$ cat config.mk
export PLATFORM = sky130hd
export DESIGN_NAME = cpu_controller_fsm
export DESIGN_NICKNAME = d
export VERILOG_FILES = /design/src/rtl/cpu_pkg.sv /design/src/rtl/program_counter.sv /design/src/rtl/cpu_controller_fsm.sv
export SDC_FILE = /design/constraint.sdc
export NUM_CORES = 1
export LEC_CHECK = 0
export CELL_PAD_IN_SITES_DETAIL_PLACEMENT = 0
export CELL_PAD_IN_SITES_GLOBAL_PLACEMENT = 1
export CORE_UTILIZATION = 38
export CTS_CLUSTER_SIZE = 25
export DETAILED_ROUTE_END_ITERATION = 6
export GPL_TIMING_DRIVEN = 0
export PLACE_DENSITY_LB_ADDON = 0.1
export SLEW_MARGIN = 25
export SYNTH_ARGS = -nofsm -noshare
export SYNTH_HDL_FRONTEND = slang
export SYNTH_SLANG_ARGS = --single-unit
$ cat constraint.sdc
create_clock -name clk -period 2.1 [get_ports clk]
set_clock_uncertainty 0.2 [all_clocks]
set_input_delay 0.21 -clock clk [delete_from_list [all_inputs] [get_ports clk]]
set_output_delay 0.21 -clock clk [all_outputs]
set_load 0.01 [all_outputs]
$ cat src/rtl/cpu_pkg.sv
// Shared definitions for the accumulator processor: opcodes (common to ALU and
// controller), controller state encoding and instruction field positions.
package cpu_pkg;

    localparam logic [3:0] OP_NOP  = 4'b0000;
    localparam logic [3:0] OP_ADD  = 4'b0001;
    localparam logic [3:0] OP_SUB  = 4'b0010;
    localparam logic [3:0] OP_NOR  = 4'b0011;
    localparam logic [3:0] OP_LDA  = 4'b0100;
    localparam logic [3:0] OP_STA  = 4'b0101;
    localparam logic [3:0] OP_JMP  = 4'b0110;
    localparam logic [3:0] OP_JZ   = 4'b0111;
    localparam logic [3:0] OP_JC   = 4'b1000;
    localparam logic [3:0] OP_SHFR = 4'b1011;
    localparam logic [3:0] OP_SHFL = 4'b1100;
    localparam logic [3:0] OP_HALT = 4'b1111;

    localparam int OPC_MSB   = 7;
    localparam int OPC_LSB   = 4;
    localparam int RADDR_MSB = 3;
    localparam int RADDR_LSB = 0;

    typedef enum logic [2:0] {
        ST_FETCH,
        ST_DECODE,
        ST_EXEC,
        ST_JUMP,
        ST_HALT
    } state_t;

    function automatic logic is_alu_op(input logic [3:0] op);
        logic r;
        case (op)
            OP_ADD, OP_SUB, OP_NOR, OP_SHFR, OP_SHFL: r = 1'b1;
            default:                                  r = 1'b0;
        endcase
        return r;
    endfunction

    function automatic logic is_jump_op(input logic [3:0] op);
        return (op == OP_JMP) || (op == OP_JZ) || (op == OP_JC);
    endfunction

endpackage

$ cat src/rtl/program_counter.sv
// Program counter with load-over-increment priority; wraps modulo 2^PC_W.
module program_counter #(
    parameter int              PC_W   = 8,
    parameter logic [PC_W-1:0] RST_PC = '0
) (
    input  logic            clk,
    input  logic            rst_n,
    input  logic            inc,
    input  logic            load,
    input  logic [PC_W-1:0] load_val,
    output logic [PC_W-1:0] pc
);

    always_ff @(posedge clk or negedge rst_n) begin
        if (!rst_n) begin
            pc <= RST_PC;
        end else if (load) begin
            pc <= load_val;
        end else if (inc) begin
            pc <= pc + PC_W'(1);
        end
    end

endmodule

$ cat src/rtl/cpu_controller_fsm.sv
// Control unit for the 8-bit accumulator processor: fetch/decode/execute
// sequencing, ALU opcode drive, ACC/register-file strobes and branch flags.
//
// state  | meaning
// FETCH  | mem_addr = PC, mem_rd = 1
// DECODE | IR <= read data, PC <= PC+1
// EXEC   | ALU/LDA/STA strobes; jumps read operand byte at PC
// JUMP   | PC <= operand if taken, else PC+1
// HALT   | halted = 1, PC frozen, exit only by reset
module cpu_controller_fsm
    import cpu_pkg::*;
#(
    parameter int              PC_W   = 8,
    parameter logic [PC_W-1:0] RST_PC = '0
) (
    input  logic            clk,
    input  logic            rst_n,
    input  logic [7:0]      mem_data_in,
    input  logic            alu_zero_flag,
    input  logic            alu_carry_out,
    output logic [PC_W-1:0] mem_addr,
    output logic            mem_rd,
    output logic [3:0]      alu_select,
    output logic            acc_load,
    output logic            acc_src_sel,
    output logic            reg_load,
    output logic [3:0]      reg_addr,
    output logic            halted
);

    state_t          state;
    logic [7:0]      ir;
    logic            z_flag;
    logic            c_flag;
    logic            rd_q;
    logic [PC_W-1:0] pc;
    logic [3:0]      opcode;
    logic [3:0]      next_op;
    logic            jump_taken;
    logic            pc_inc;
    logic            pc_load;

    assign opcode  = ir[OPC_MSB:OPC_LSB];
    assign next_op = mem_data_in[OPC_MSB:OPC_LSB];

    assign jump_taken = (opcode == OP_JMP)
                     || ((opcode == OP_JZ) && z_flag)
                     || ((opcode == OP_JC) && c_flag);

    assign pc_inc  = (state == ST_DECODE) || ((state == ST_JUMP) && !jump_taken);
    assign pc_load = (state == ST_JUMP) && jump_taken;

    program_counter #(
        .PC_W   (PC_W),
        .RST_PC (RST_PC)
    ) u_pc (
        .clk      (clk),
        .rst_n    (rst_n),
        .inc      (pc_inc),
        .load     (pc_load),
        .load_val (PC_W'(mem_data_in)),
        .pc       (pc)
    );

    assign mem_addr = pc;
    assign reg_addr = ir[RADDR_MSB:RADDR_LSB];
    // rd_q resets to its FETCH value so the first fetch happens on the first
    // edge after release; the gate keeps the strobe low while reset is held.
    assign mem_rd   = rd_q & rst_n;

    // Outputs are registered one state ahead so they are stable for the whole
    // of the state they belong to.
    always_ff @(posedge clk or negedge rst_n) begin
        if (!rst_n) begin
            state       <= ST_FETCH;
            ir          <= 8'h00;
            z_flag      <= 1'b0;
            c_flag      <= 1'b0;
            rd_q        <= 1'b1;
            alu_select  <= OP_NOP;
            acc_load    <= 1'b0;
            acc_src_sel <= 1'b0;
            reg_load    <= 1'b0;
            halted      <= 1'b0;
        end else begin
            rd_q        <= 1'b0;
            alu_select  <= OP_NOP;
            acc_load    <= 1'b0;
            acc_src_sel <= 1'b0;
            reg_load    <= 1'b0;
            case (state)
                ST_FETCH: begin
                    state <= ST_DECODE;
                end
                ST_DECODE: begin
                    ir    <= mem_data_in;
                    state <= ST_EXEC;
                    if (is_alu_op(next_op)) begin
                        alu_select <= next_op;
                        acc_load   <= 1'b1;
                    end else if (next_op == OP_LDA) begin
                        acc_load    <= 1'b1;
                        acc_src_sel <= 1'b1;
                    end else if (next_op == OP_STA) begin
                        reg_load <= 1'b1;
                    end else if (is_jump_op(next_op)) begin
                        rd_q <= 1'b1;
                    end
                end
                ST_EXEC: begin
                    if (is_alu_op(opcode)) begin
                        z_flag <= alu_zero_flag;
                        c_flag <= alu_carry_out;
                    end
                    if (is_jump_op(opcode)) begin
                        state <= ST_JUMP;
                    end else if (opcode == OP_HALT) begin
                        state  <= ST_HALT;
                        halted <= 1'b1;
                    end else begin
                        state <= ST_FETCH;
                        rd_q  <= 1'b1;
                    end
                end
                ST_JUMP: begin
                    state <= ST_FETCH;
                    rd_q  <= 1'b1;
                end
                ST_HALT: begin
                    state <= ST_HALT;
                end
                default: begin
                    state  <= ST_FETCH;
                    rd_q   <= 1'b1;
                    halted <= 1'b0;
                end
            endcase
        end
    end

endmodule

After elaboration in Yosys (flattened, before gate mapping) --
Cells that the tools add are included.
Word-level totals: register bits 30, input port bits 12, output and inout bits 21, word-level logic and storage cells 89
Cells by class: add/subtract/negate cells 1, equal/unequal tests 25, muxes and demuxes 30, bitwise gates (word level) 2, reductions and logical operators 20
Operators by type and width (number):
- $eq 4x4->1 const B | 7
- $eq 4x3->1 const B | 6
- $mux 1 | 21
- $eq 4x2->1 const B | 4
- $mux 8 | 2
- $pmux 3 s4 | 1
- $reduce_or 5->1 | 2
- $add 8x1->8 const B | 1
- $eq 4x1->1 const B | 2
- $mux 4 | 2
- $logic_or 1x1->1 | 7
- $eq 3x2->1 const B | 2
- $mux 3 | 2
- $logic_and 1x1->1 | 4
- $ne 2x2->1 const B | 2
- $reduce_or 4->1 | 1
- $eq 3x1->1 const B | 1
- $eq 3x3->1 const B | 1
- $logic_not 3->1 | 1
- $pmux 1 s3 | 1
- $reduce_and 3->1 | 1
- $pmux 1 s2 | 1
- $reduce_and 2->1 | 1
- $reduce_bool 2->1 | 1
- other kinds (4) | 4

Logic depth before layout (Yosys ltp) --
word-level depth 9, mapped depth 5, mapped depth without buffers 4

Modules after synthesis --
Synthesis repeated with hierarchy kept, for this count alone.
Second synthesis, totals: cells, all modules 156, area total of the unflattened synthesis 1472.7 um^2
Modules (own cells, without submodules):
- cpu_controller_fsm | times used 1, cells an instance 107, area an instance 1022.2 um^2, sequential area each 551.8 um^2
- program_counter | times used 1, cells an instance 49, area an instance 450.4 um^2, sequential area each 200.2 um^2

Worst setup path before layout --
No wires, ideal clock.
path kind reg2reg, start reg ir[5], end reg u_pc.pc[6], setup time 126 ps, arrival 1450 ps, required time 1774 ps, slack 323 ps, stages on the path, launching flop included 6, path buffers 1, clock period less this slack 1777 ps, path through dfrtp_1 > nor4b_2 > a32o_1 > buf_4 > nor4_1 > a311o_1
On the way: cells in the longest elaborated chain, start to end 8, elaborated cells between the ends (all ways) 13, classes of those cells eq/ne (3); mux (1); reduce/logical (9)
Ends and longest elaborated chain:
- start: declaration | RTL line cpu_controller_fsm.sv:32 | logic [7:0] ir;
- start signal: assignment | RTL line cpu_controller_fsm.sv:96 | ir <= mem_data_in;
- $eq 4x3->1 | RTL line cpu_controller_fsm.sv:47 | || ((opcode == OP_JZ) && z_flag)
- $logic_and 1x1->1 | RTL line cpu_controller_fsm.sv:47
- $logic_or 1x1->1 | RTL line cpu_controller_fsm.sv:47
- $logic_or 1x1->1 (*) | RTL line cpu_controller_fsm.sv:48 | || ((opcode == OP_JC) && c_flag);
- $logic_not 1->1 | RTL line cpu_controller_fsm.sv:50 | assign pc_inc = (state == ST_DECODE) || ((state == ST_JUMP) && !jump_taken);
- $logic_and 1x1->1 | RTL line cpu_controller_fsm.sv:50
- $logic_or 1x1->1 | RTL line cpu_controller_fsm.sv:50
- $reduce_bool 2->1 (no line)
- end signal: assignment | RTL line program_counter.sv:18 | pc <= load_val;
- end signal: assignment | RTL line program_counter.sv:20 | pc <= pc + PC_W'(1);
- end: declaration | RTL line program_counter.sv:11 | output logic [PC_W-1:0] pc
Mark *: on every way between the ends. The rest lies on a longest branch, timed or not. A chain may end at the register's enable or synchronous reset.

Worst setup path after layout --
Ends and elaborated chain as after synthesis.

==> reports/qor.csv <==
stage;metric;value;unit
status;status;complete, no violations;
detailed_routing;ant_nets;0;
setup_path;critPathArrivalTime;1.91;ns
timing;setup_tns;0;ns
timing;worst_pin_slew;0.457;ns
yosys;synth_cell_types;41;
final_layout;post-route-util;0.543;
detailed_routing;vias_per_cell;5.43;
detailed_routing;drtIter0Drc;54;
setup_path;cpMaxStageDelayCell;dfrtp_1;
setup_path;cp-end-kind;flip-flop;
final_layout;num-nets-final;204;
timing;rsz0062_at_grt;no;
yosys;syn_area;1530;um2
final_layout;antennaDiodeCount;0;
final_layout;fin_cells;240;
job;drv_cap;0;
setup_path;worstPathMaxFanout;10;
detailed_routing;drt_wl_total;3.55;mm
floorplanning;initial_core_util;0.408;
setup_path;critPathTopFamily;compound AO/OA/AOI/OAI gates;
floorplanning;io_pins;33;
timing;period_share;0.927;
clock_tree;cts_sinks;30;
global_route;grt_max_degree;30;
timing;fmax;514;MHz
clock_tree;cts_root_buf;clkbuf_8;
global_route;globalRouteOverflowTotal;0;
floorplanning;num_rows;22;
yosys;synth_top_area_frac;0.475;
global_route;track_usage;0.183;
timing;min_period;1.95;ns
detailed_routing;drc;0;
yosys;syn-instance-count;151;
yosys;synthFlopType;dfrtp_1;
timing;finalHoldViolations;0;
floorplanning;die_area;4270;um2
clock_tree;tritoncts;yes;
power;power_leakage;0.857;nW
global_route;grt_pass1_wl;5.84;mm
placement;portBuffers;31;
setup_path;path_cells;nor4b_4, a32o_1, buf_4, nor4_1, a311o_1;
yosys;syn-mean-instance-area;10.1;um2
placement;dp_slack;0.121;ns
placement;gp_congestion;0.768;
setup_path;crit_buf_inv;1;
final_layout;area_growth;33.2;%
floorplanning;die_h;65.4;um
detailed_routing;num_vias;1304;
clock_tree;clk_latency;0.28;ns
placement;dpl.hpwl;2.46;mm
power;p_per_area;1380;nW/um2
clock_tree;clk_pin_slew_worst_paths;0.06;ns
timing;finalWorstSetupSlack;0.153;ns
setup_path;cp-start-kind;flip-flop;
floorplanning;dieWidth;65.4;um
global_route;grt_pass1_vias;1284;
yosys;yosys.area.top_type;dfrtp_1;
hold_path;worstHoldPathType;in2reg;
yosys;synth_area_leaders;dfrtp_1 48%, mux2_1 3.7%, nand2_1 3.7%, nand3_1 3.0%, a22oi_1 2.5%;
yosys;synth_warnings;0;
floorplanning;core;3740;um2
yosys;synth_edf_count;0;
yosys;async_flop_share;1.00;
power;ir_drop;0.608;mV
global_route;antenna_found_initial;0;
clock_tree;cts_buffer_depth;2;
detailed_routing;wl_per_cell;14.8;um
final_layout;drive_gt1_frac;0.0990;
setup_path;path_class;reg2reg;
placement;place_inst;230;
yosys;syn_nets;164;
detailed_routing;dr.pass1.iters;4;
timing;relSlewSlack;0.695;
yosys;seq_area_frac_synth;0.493;
timing;setup_viol;0;
timing;drv_slew;0;
yosys;synth-seq-cells;30;
clock_tree;cts_buffers;5;
clock_tree;htreeDepth;2;
setup_path;cp.required;2.07;ns
setup_path;slowest_delay;0.44;ns
==> cell usage in the layout (no fill, tap or decap), types with 3 or more instances in the layout <==
master / instances
clkbuf_8: 6
nand2_1: 15
a311o_1: 3
nand2b_1: 5
o21ai_0: 3
o21ai_1: 5
inv_1: 6
or3b_1: 3
nor2_1: 8
a22oi_1: 5
a21oi_1: 6
nor4_1: 3
nand3_1: 9
and3_1: 3
clkdlybuf4s50_1: 30
o211ai_1: 3
clkbuf_1: 5
buf_4: 5
mux2_1: 5
dfrtp_1: 29
==> layer usage <==
| layer | track usage | wire (um) |
|---|---|---|
| met1 | 0.230 | 1670 |
| met2 | 0.298 | 1700 |
| met5 | 0 | 0 |
| met4 | 0.0734 | 59 |
| met3 | 0.0469 | 122 |
==> kinds of logic (layout without fill, tap and decap cells) <==
| kind of cell | after synthesis | in the layout | synth area share |
|---|---|---|---|
| buffers and inverters | 16 | 57 | 0.0525 |
| AOI/OAI and AO/OA | 35 | 35 | 0.163 |
| adders and majority gates | 2 | 2 | 0.0156 |
| muxes | 7 | 7 | 0.0500 |
| DFF | 30 | 30 | 0.493 |
| and+or+nand+nor | 61 | 61 | 0.226 |
==> registers in the layout (all words and copies together) (netlist names) <==
signal / cells
ir: 8
acc_src_sel: 1
z_flag: 1
alu_select: 4
u_pc.pc: 8
c_flag: 1
halted: 1
state: 3
rd_q: 1
acc_load: 1
reg_load: 1
==> through the flow <==
step,hold slack (ns),power (mW),instance area (um2)
2_1_floorplan,-0.286,1.80,1530
3_3_place_gp,0.272,2.26,1900
3_5_place_dp,0.0949,2.29,1890
4_1_cts,0.115,2.78,2010
5_1_grt,0.147,3.00,2030
6_report,0.114,2.80,2030
==> area by class of cell <==
| cell class | instances | area, um2 |
|---|---|---|
| fillers | 353 | 1710 |
| well taps | 48 | 60.1 |
| clock inverters | 1 | 5.00 |
| multi-input cells | 105 | 714 |
| flip-flops and latches | 30 | 752 |
| repair buffers | 33 | 335 |
| inverters | 6 | 22.5 |
| plain buffers | 10 | 57.6 |
| clock buffers | 7 | 86.3 |
==> worst register-to-register path, delay by kind of cell, from the launching register on <==
kind	cells	cell delay, ns
compound gates	2	0.53
buf+inv	1	0.18
flops	1	0.44
simple gates	2	0.49
==> timing repair <==
action | in CTS | in global routing
buffers inserted | 0 | 0
hold buffers | 2 | 0
gates resized for setup | 0 | 2
hold endpoints to repair | 29 | 0
setup endpoints to repair | 0 | 1
==> cell usage after synthesis, types with 4 or more instances <==
master,count
nor2_1,8
nand2_1,15
o21ai_1,5
dfrtp_1,29
inv_1,6
nand2b_1,5
clkbuf_1,4
nand3_1,9
a22oi_1,5
buf_4,5
mux2_1,5
a21oi_1,6
==> path summary, 6_finish.rpt <==
| path | slack [ns] | depth (start not counted) | to | startpoint |
|---|---|---|---|---|
| setup / recovery | 0.15 | 5 | u_pc.pc[6]$_DFFE_PN0P_ | ir[5]$_DFFE_PN0P_ |
| hold / removal | 0.11 | 3 | reg_load$_DFF_PN0_ | mem_data_in[4] |
| setup reg to reg | 0.15 | 5 | u_pc.pc[6]$_DFFE_PN0P_ | ir[5]$_DFFE_PN0P_ |
| hold reg to reg | 0.29 | 1 | ir[2]$_DFFE_PN0P_ | ir[2]$_DFFE_PN0P_ |
| max in group asynchronous | 1.29 | 3 | ir[5]$_DFFE_PN0P_ | rst_n |
| min in group asynchronous | 0.24 | 2 | rd_q$_DFF_PN1_ | rst_n |
==> report_power, final <==
part | total, mW | switching (mW) | internal, mW
Clock | 0.473 | 0.209 | 0.264
Combinational | 1.29 | 0.615 | 0.677
Sequential | 1.03 | 0.236 | 0.796
Total | 2.80 | 1.06 | 1.74
No activity file was read; power rests on OpenSTA's default activity.
